## config.mk

```make
export PLATFORM = sky130hd
export DESIGN_NAME = mux41_scan_ctrl
export DESIGN_NICKNAME = d
export VERILOG_FILES = /design/src/rtl/mux41_scan_ctrl.sv
export SDC_FILE = /design/constraint.sdc
export NUM_CORES = 1
export LEC_CHECK = 0
export CAP_MARGIN = 20
export CORE_UTILIZATION = 54
export CTS_CLUSTER_SIZE = 16
export DETAILED_ROUTE_END_ITERATION = 10
export PLACE_DENSITY_LB_ADDON = 0.05
export REMOVE_ABC_BUFFERS = 1
export SLEW_MARGIN = 25
export SYNTH_ARGS = -nofsm -noshare
export SYNTH_HDL_FRONTEND = slang
export SYNTH_SLANG_ARGS = --single-unit
```

## constraint.sdc

```tcl
create_clock -name clk -period 2.6 [get_ports clk]
set_input_delay 0.78 -clock clk [delete_from_list [all_inputs] [get_ports clk]]
set_output_delay 0.78 -clock clk [all_outputs]
set_load 0.02 [all_outputs]
```

## src/rtl/mux41_scan_ctrl.sv

```systemverilog
// mux41_scan_ctrl: steps a 4:1 mux select through channels 0..3, samples y after a settle time and reports a 4-bit result
module mux41_scan_ctrl #(
  parameter int SETTLE_CYCLES = 2
) (
  input  logic       clk,
  input  logic       rst,
  input  logic       start,
  input  logic       mode_cont,
  input  logic       y,
  output logic       s1,
  output logic       s0,
  output logic       busy,
  output logic       done,
  output logic [3:0] sample
);
  typedef enum logic [1:0] {IDLE, SETTLE, SAMPLE, DONE} state_t;
  state_t     state;
  logic [1:0] sel;
  logic [7:0] cnt;
  logic [3:0] shadow;
  if (SETTLE_CYCLES < 1 || SETTLE_CYCLES > 255) begin : g_bad_settle
    $fatal(1, "SETTLE_CYCLES must be in 1..255");
  end
  assign {s1, s0} = sel;
  always_ff @(posedge clk) begin
    if (rst) begin
      state  <= IDLE;
      sel    <= 2'd0;
      cnt    <= 8'd0;
      shadow <= 4'd0;
      sample <= 4'd0;
      busy   <= 1'b0;
      done   <= 1'b0;
    end else begin
      case (state)
        IDLE: begin
          sel <= 2'd0;
          if (start) begin
            state  <= SETTLE;
            cnt    <= 8'd0;
            shadow <= 4'd0;
            busy   <= 1'b1;
          end
        end
        SETTLE: begin
          cnt <= cnt + 8'd1;
          if (cnt == 8'(SETTLE_CYCLES - 1)) state <= SAMPLE;
        end
        SAMPLE: begin
          shadow[sel] <= y;
          if (sel != 2'd3) begin
            sel   <= sel + 2'd1;
            cnt   <= 8'd0;
            state <= SETTLE;
          end else begin
            sample <= {y, shadow[2:0]};
            done   <= 1'b1;
            state  <= DONE;
          end
        end
        DONE: begin
          done <= 1'b0;
          sel  <= 2'd0;
          if (mode_cont) begin
            cnt    <= 8'd0;
            shadow <= 4'd0;
            state  <= SETTLE;
          end else begin
            busy  <= 1'b0;
            state <= IDLE;
          end
        end
        default: state <= IDLE;
      endcase
    end
  end
endmodule

```

# After elaboration in Yosys (flattened, before gate mapping)
# Index checks and enable logic that the tools add are counted.
# word_totals
wordCells	59
inputBits	5
register_bits	22
out_inout_bits	8
# op_classes
n_lt_le_gt_ge	2
eq_ne	11
n_addsub	2
reduce_logical	14
n_bitwise	1
muxes	22
# ops
operator	count
8-bit one-hot mux with 4 select lines	1
8-bit 2-to-1 mux	3
2-bit inequality test (second input constant)	7
4-bit one-hot mux with 3 select lines	1
3-bit AND reduction	3
8-bit by 1-bit adder with 8-bit output (second input constant)	1
8-bit by 1-bit == test with 1-bit output (second input constant)	1
2-bit 2-to-1 mux	4
4-bit 2-to-1 mux	2
2-bit one-hot mux with 4 select lines	1
2-bit AND reduction	4
2-bit nonzero test	3
1-bit 2-to-1 mux	5
4-bit bitwise mux	1
2-bit == test (second input constant)	2
1-bit one-hot mux with 2 select lines	2
2-bit one-hot mux with 2 select lines	1
2-bit by 3-bit less-than comparator with 1-bit output (second input constant)	1
3-bit nonzero test	1
2-bit by 1-bit adder with 2-bit output (second input constant)	1
1-bit demux with 2-bit select	1
2-bit by 1-bit == test with 1-bit output (second input constant)	1
2-bit by 1-bit >= comparator with 1-bit output (second input constant)	1
2-bit zero test	1
3 further kinds	3

# Longest topological paths before layout
# Gate-level depths: netlist (run 1).
# depth
word_depth	6
depth_mapped	7
ltp_nobuf	6

# Least setup slack after synthesis (run 1)
# No wires, ideal clock.
# synth_timing
kind	input -> register
from	input port start
to	register cnt[5]
arrival_ps	1981
n_path_buf	0
stages	4
slack_ps	548
setup_ps	71
cell_sequence	and2b_1 or4_4 or3_1 a21oi_1
# synth_between
elab_chain_len	2
# synth_lines
element	line_no	text
start: declaration	7	input logic start,
2-bit inequality test (no source line)	-	
3-bit AND reduction (no source line)	-	
end signal: assignment	46	cnt <= cnt + 8'd1;
end: declaration	19	logic [7:0] cnt;
# Every way passes these cells.
# A chain may end at the register's enable or synchronous reset.

# Worst setup path after layout (run 1)
# Same ends and word-level chain as after synthesis.

==> results.txt, run 1 <==
----------------------------------------------------
[Outcome]
  Run status ... finished, final reports clean

[Placed design]
  HPWL Detailed ... 1754 um
  Count of port buffers added during placement ... 12
  Post-DP Area ... between 0.001 and 0.0015 mm2
  Routability cong. ... slightly above 0.8

[Detailed routing]
  Detailed-router iteration count before antenna repair ... 4
  DRC Markers ... 0
  Detailed-route wire length per cell ... around 13 um
  Routed via count divided by cell count ... ~5.5
  Sum of routed wire length over all layers ... roughly 2200 um
  DRC violation total after the first TritonRoute iteration ... 23
  Routed via count ... around 980
  Post-route antenna net violation count ... 0

[Finish]
  Layout Area Growth over Synthesis ... 18.71%
  Most frequent standard cell in the layout excluding fill and tap cells ... sky130_fd_sc_hd__dfxtp_1
  Count of inserted antenna diode cells ... 0
  Commonest cells after routing, fill and taps aside ... 21 x sky130_fd_sc_hd__dfxtp_1, 18 x sky130_fd_sc_hd__nand2_1, 17 x sky130_fd_sc_hd__a21oi_1, 13 x sky130_fd_sc_hd__ha_1, 12 x sky130_fd_sc_hd__clkdlybuf4s50_1
  Design area ... 0.001334 mm2
  Proportion of layout cells with a drive suffix above 1 ... about 8.6%
  Layout net count ... 170
  Layout filler cell count ... ~200

[Pwr]
  Worst IR Drop VDD ... just over 0.5 mV
  Internal cell power ... between 600 and 700 uW
  Relative contribution of sequential cells to total power ... a little over two fifths
  Switching Power ... approximately 380 uW
  Switching Share ... 38.61%
  Tot Pwr ... 983.6 uW
  Power density cells ... around 740 mW/mm2
  Part of the power in the clock network ... between 10% and 20%
  Combinational Power Share ... between 40% and 50%
  Static leakage ... just under 0.5 nW

[Die]
  Starting utilization of the core area ... approximately 57%
  Number of core rows ... 16
  Die H ... 47.62 um
  Placeable core region ... 0.001962 mm2
  I/O pins ... 13
  Total Die Area ... roughly 0.0023 mm2
  Die width ... around 48 um

[Clock tree]
  Root buffer cell ... sky130_fd_sc_hd__clkbuf_4
  Clock sink count ... 21
  Clock Pin Slew Worst Setup and Hold Paths ... between 100 and 150 ps
  Setup bufs post-CTS ... 0
  Maximum level of the CTS H-tree ... 1
  Clock tree from TritonCTS ... yes
  CTS hold repair buffers ... 0
  Clock insertion delay at the later pin of the skew report ... around 300 ps
  Buffer depth of the longest clock path ... 2
  Number of CTS-inserted buffers ... 3
  Post-CTS sizing ... 0

[Yosys]
  Post-Synthesis Cells ... approximately 130
  Synthesized area per cell ... around 8.6 um2
  Area fraction in compound gates after synthesis ... between 10% and 20%
  Simple-gate portion of the synthesized area ... a little under a quarter
  Flops & latches, synth ... 21
  Primary flip-flop cell chosen by synthesis mapping ... sky130_fd_sc_hd__dfxtp_1
  Distinct cell type count of the synthesized netlist ... 31
  Async set-reset flop share out of synthesis ... 0%
  Synthesized-area fraction occupied by xor and xnor cells ... between 2 and 2.5%
  Biggest area contributors in the synthesized netlist ... sky130_fd_sc_hd__dfxtp_1 37%, sky130_fd_sc_hd__ha_1 14%, sky130_fd_sc_hd__a21oi_1 7.6%
  Adder and majority cell fraction of the synthesized area ... roughly 14%
  Area of the mapped netlist ... about 0.0011 mm2
  Yosys Warn Count ... 0
  Multiplexer share of the synthesized area ... 0%
  Post-synth top area cell ... sky130_fd_sc_hd__dfxtp_1
  Sequential fraction of the synthesis area ... a little under two fifths
  Area fraction of the dominant cell type after synthesis ... a little under two fifths
  Number of flops mapped to enable cells by yosys ... 0
  Combinational family with the most area after synthesis ... simple AND/OR/NAND/NOR gates

[STA]
  Fraction of the cycle the final worst path needs ... just under 90%
  Relative max-transition margin ... a little over two thirds
  Max Clock Skew ... 5.782 ps
  Aggregate negative setup slack ... 0 ps
  Final Hold Viols ... 0
  Final hold slack ... 458.5 ps
  Fin crit period ... ~2300 ps
  Transition time at the pin with the least slew margin ... ~450 ps
  Final count of negative-setup-slack endpoints ... 0
  Max-slew violation count ... 0
  FMAX ... roughly 440 MHz
  RSZ-0062 raised after global routing ... no

[Global routing]
  Pin count of the biggest net entering global routing ... 12
  First-pass GRT wire length ... approximately 3700 um
  Vias in the first global route ... 819
  Congestion Overflow GR ... 0
  Overall global routing resource usage ... 23.68%
  Number of antenna violations at the first check in global routing ... 0

[Critical path]
  Crit path from ... start
  Critical setup path kind ... primary input to flop
  Kind of start point of the critical path ... primary input
  Reg2Reg Launch Point ... state[0]
  Crit end category ... flop
  Critical path required time ... 2840 ps
  CP Data Arrival Time ... around 2500 ps
  Maximum fanout along the worst path ... 3

[Hold path]
  Worst hold path startpoint ... sample[3]
  Path class of the lowest-slack min-delay path ... flop to flop

[Run]
  Number of max-cap violations ... 0

----------------------------------------------------
cell usage after synthesis (all sizes together), types with 3 or more instances:
| cell type | n |
|---|---|
| a211oi | 3 |
| a21oi | 17 |
| dfxtp | 21 |
| ha | 13 |
| inv | 6 |
| nand2 | 18 |
| nand3 | 5 |
| nor2 | 7 |
| nor2b | 3 |
| o21ai | 10 |
| or3 | 3 |
| or4 | 3 |
| xor2 | 3 |
critical path, cell delays in order:
cell                              delay [ps]
sky130_fd_sc_hd__clkdlybuf4s50_1         490
sky130_fd_sc_hd__and2b_1                 200
sky130_fd_sc_hd__or4_4                   540
sky130_fd_sc_hd__or3_1                   360
sky130_fd_sc_hd__a21oi_1                 140
stage by stage:
stage	utilization [%]	setup slack, ps	cells
after floorplan	-	547.9	129
after global placement	66.65	65.62	174
after detailed placement	66.65	23.18	174
after CTS	67.98	349.2	178
after global routing	67.98	264.8	178
final	67.98	322.3	178
routing by layer:
metal	part of all wire, %	routed length (um)	GRT usage, %
met1	50	1110	32.65
met2	46	1020	37.81
met3	3.0	67	3.396
met4	1.3	28	8.333
met5	0	0	0
final timing paths:
kind / endpoint / cells past startpoint / slack [ps]
hold / removal: sample[3] / 2 / 460
hold reg to reg: sample[3] / 2 / 460
setup / recovery: cnt[5] / 5 / 320
setup reg to reg: cnt[5] / 6 / 430
registers in the layout (all words and copies together) (netlist names):
register	flops
cnt	8
sample	4
shadow	3
sel	2
state	2
busy	1
done	1
kinds of logic (layout without fill, tap and decap cells):
logic type | count (synthesis) | after routing
compound gates | 37 | 37
xor+xnor | 3 | 3
fa+ha+maj | 13 | 13
buf+inv | 8 | 28
flops | 21 | 21
simple gates | 49 | 49
area by class of cell:
class                   instances  area, um2  area share [%]
multi-input cells             102      665.6           49.91
repair buffers                 18      165.2           12.38
well taps                      27      33.78           2.533
clock buffers                   4      26.28           1.970
flip-flops and latches         21      420.4           31.52
inverters                       6      22.52           1.689
power groups by stage:
| stage | Clock, mW | Combinational [mW] | Sequential (mW) |
|---|---|---|---|
| 2_1_floorplan | 0 | 0.261 | 0.435 |
| 3_3_place_gp | 0 | 0.401 | 0.421 |
| 4_1_cts | 0.165 | 0.412 | 0.418 |
| 3_5_place_dp | 0 | 0.409 | 0.425 |
| 5_1_grt | 0.175 | 0.464 | 0.427 |
| 6_report | 0.156 | 0.409 | 0.418 |
Power figures use the tool's default switching activity.
==> run 2, diff against run 1 <==
--- a/config.mk
+++ b/config.mk
@@ -9,7 +9,7 @@
 export CORE_UTILIZATION = 54
 export CTS_CLUSTER_SIZE = 16
 export DETAILED_ROUTE_END_ITERATION = 10
-export PLACE_DENSITY_LB_ADDON = 0.05
+export PLACE_DENSITY_LB_ADDON = 0.25
 export REMOVE_ABC_BUFFERS = 1
 export SLEW_MARGIN = 25
 export SYNTH_ARGS = -nofsm -noshare
==> results.txt, run 2 (synthesis gave the netlist of run 1 again) <==
----------------------------------------------------
[Outcome]
  Run status ... finished, final reports clean

[Clock tree]
  Clock tree from TritonCTS ... yes
  Clock Pin Slew Worst Setup and Hold Paths ... 120 ps (about the same)
  Root buffer cell ... sky130_fd_sc_hd__clkbuf_4
  Setup bufs post-CTS ... 0 (unchanged)
  Post-CTS sizing ... 0 (unchanged)
  Buffer depth of the longest clock path ... 2 (unchanged)
  Number of CTS-inserted buffers ... 3 (unchanged)
  CTS hold repair buffers ... 0 (unchanged)
  Clock sink count ... 21 (unchanged)
  Clock insertion delay at the later pin of the skew report ... 310 ps (about the same)
  Maximum level of the CTS H-tree ... 1 (unchanged)

[Critical path]
  Critical setup path kind ... primary input to flop
  Maximum fanout along the worst path ... 3 (unchanged)
  Maximum single-stage delay on the critical path ... 540 ps (about the same)
  CP Data Arrival Time ... 2520 ps (about the same)
  Crit end category ... flop
  Critical path required time ... 2860 ps (+20 ps)
  Cells along the critical path ... clkdlybuf4s50_1, and2b_1, or4_4, or3_1, a21oi_1
  Cell with the largest stage delay on the worst path ... sky130_fd_sc_hd__or4_4
  Kind of start point of the critical path ... primary input
  Worst Reg-to-Reg Cells ... 6 (unchanged)

[Pwr]
  Tot Pwr ... 1.001 mW (+1.8%)
  Static leakage ... 0.4892 nW (+0.56%)
  Power density cells ... 749.7 mW/mm2 (+1.7%)
  Worst IR Drop VDD ... 0.4955 mV (-1.5%)

[Detailed routing]
  Sum of routed wire length over all layers ... 2283 um (+2.6%)
  Length of routed wiring on met1 ... 1052 um (-5.2%)
  Routed via count divided by cell count ... 5.640 (+2.8%)
  Detailed-route wire length per cell ... 12.83 um (+2.6%)
  Routed wire length on met2 ... 1105 um (+8.3%)
  Post-route antenna net violation count ... 0 (unchanged)
  Detailed-router iteration count before antenna repair ... 4 (unchanged)
  DRC Markers ... 0 (unchanged)
  Routed via count ... 1004 (+2.8%)
  Sum of met3 wire segment lengths after detailed routing ... 74 um (+10%)
  Highest metal layer with signal wires ... met4
  DRC violation total after the first TritonRoute iteration ... 21 (-8.7%)

[Finish]
  Number of flip-flops in the largest register ... 8 (unchanged)
  Count of inserted antenna diode cells ... 0 (unchanged)
  Register with the most flip-flops ... cnt
  Layout Area Growth over Synthesis ... 18.82% (about the same)
  Largest registers ... cnt x8, sample x4, shadow x3
  Most frequent standard cell in the layout excluding fill and tap cells ... sky130_fd_sc_hd__dfxtp_1
  Layout filler cell count ... 171 (-15%)
  Proportion of layout cells with a drive suffix above 1 ... 9.272% (+0.66 points)
  Share of the core filled with cells in the final layout ... 68.05% (about the same)
  Layout net count ... 170 (unchanged)
  Commonest cells after routing, fill and taps aside ... 21 x sky130_fd_sc_hd__dfxtp_1, 18 x sky130_fd_sc_hd__nand2_1, 17 x sky130_fd_sc_hd__a21oi_1, 13 x sky130_fd_sc_hd__ha_1, 12 x sky130_fd_sc_hd__clkdlybuf4s50_1

[Hold path]
  Path class of the lowest-slack min-delay path ... flop to flop
  Cell depth of the worst min-delay path ... 2 (unchanged)

[STA]
  Aggregate negative setup slack ... 0 ps (unchanged)
  Final hold slack ... 455.6 ps (-2.936 ps)
  Max-slew violation count ... 0 (unchanged)
  Relative max-transition margin ... 68.19% (-1.8 points)
  Setup slack of the critical path after layout ... 339.4 ps (+17.13 ps)
  Max Clock Skew ... 2.648 ps (-3.134 ps)
  Fraction of the cycle the final worst path needs ... 86.94% (-0.66 points)
  FMAX ... 442.4 MHz (+0.76%)
  RSZ-0062 raised after global routing ... no
  Final count of negative-setup-slack endpoints ... 0 (unchanged)
  Fin crit period ... 2261 ps (-17.13 ps)
  Transition time at the pin with the least slew margin ... 472.8 ps (+27.17 ps)
  Final Hold Viols ... 0 (unchanged)

[Global routing]
  Overall global routing resource usage ... 24.38% (+0.70 points)
  Congestion Overflow GR ... 0 (unchanged)
  Number of antenna violations at the first check in global routing ... 0 (unchanged)
  Vias in the first global route ... 854 (+4.3%)
  First-pass GRT wire length ... 3753 um (+2.8%)
  Pin count of the biggest net entering global routing ... 13 (+1)

[Die]
  Die width ... 47.62 um (unchanged)
  Die H ... 47.62 um (unchanged)
  Number of core rows ... 16 (unchanged)
  Placeable core region ... 0.001962 mm2 (unchanged)
  Starting utilization of the core area ... 57.27% (unchanged)
  Total Die Area ... 0.002267 mm2 (unchanged)
  I/O pins ... 13 (unchanged)

[Placed design]
  Setup slack after placement ... 7.734 ps (-15.45 ps)
  Routability cong. ... 0.7966 (-4.2%)
  Count of port buffers added during placement ... 12 (unchanged)
  HPWL Detailed ... 1758 um (+0.20%)

[Run]
  Number of max-cap violations ... 0 (unchanged)

----------------------------------------------------
## run 2: final timing paths
kind                                   to      start  slack [ps]
worst min register to register  sample[0]  shadow[0]         460
worst max register to register     cnt[5]   state[0]         420
worst max-delay path               cnt[5]      start         340
worst min-delay path            sample[0]  shadow[0]         460
## run 2: worst max-delay path, delay by kind of cell
kind	cells	cell delay, ps
AOI/OAI and AO/OA	1	140
and+or+nand+nor	3	1110
buffers and inverters	1	500
## run 2: per-stage QoR
stage / cells / instance area, um2
floorplan: 129 / 1109
global placement: 174 / 1308
detailed placement: 174 / 1308
CTS: 178 / 1335
global route: 178 / 1335
finish: 178 / 1335
## run 2: report_power, final
group          total, mW  internal, mW  leakage, nW  switching [mW]
registers          0.418         0.363        0.170          0.0550
logic              0.421         0.183        0.301           0.238
clock network      0.162        0.0576       0.0177           0.104
## run 2: area by class of cell
| class | instances | area [um2] | area share, % |
|---|---|---|---|
| multi-input combinational | 102 | 665.6 | 49.86 |
| clock buffer | 3 | 22.52 | 1.687 |
| tap | 27 | 33.78 | 2.530 |
| inverter | 6 | 22.52 | 1.687 |
| clock inverter | 1 | 5.005 | 0.3749 |
| timing repair buffer | 18 | 165.2 | 12.37 |
| sequential | 21 | 420.4 | 31.49 |
## run 2: routing by layer
| metal | global-route usage, % | vias to the layer above |
|---|---|---|
| li1 | - | 504 |
| met1 | 31.96 | 472 |
| met2 | 38.63 | 23 |
| met3 | 4.528 | 5 |
| met4 | 11.67 | 0 |
| met5 | 0 | - |
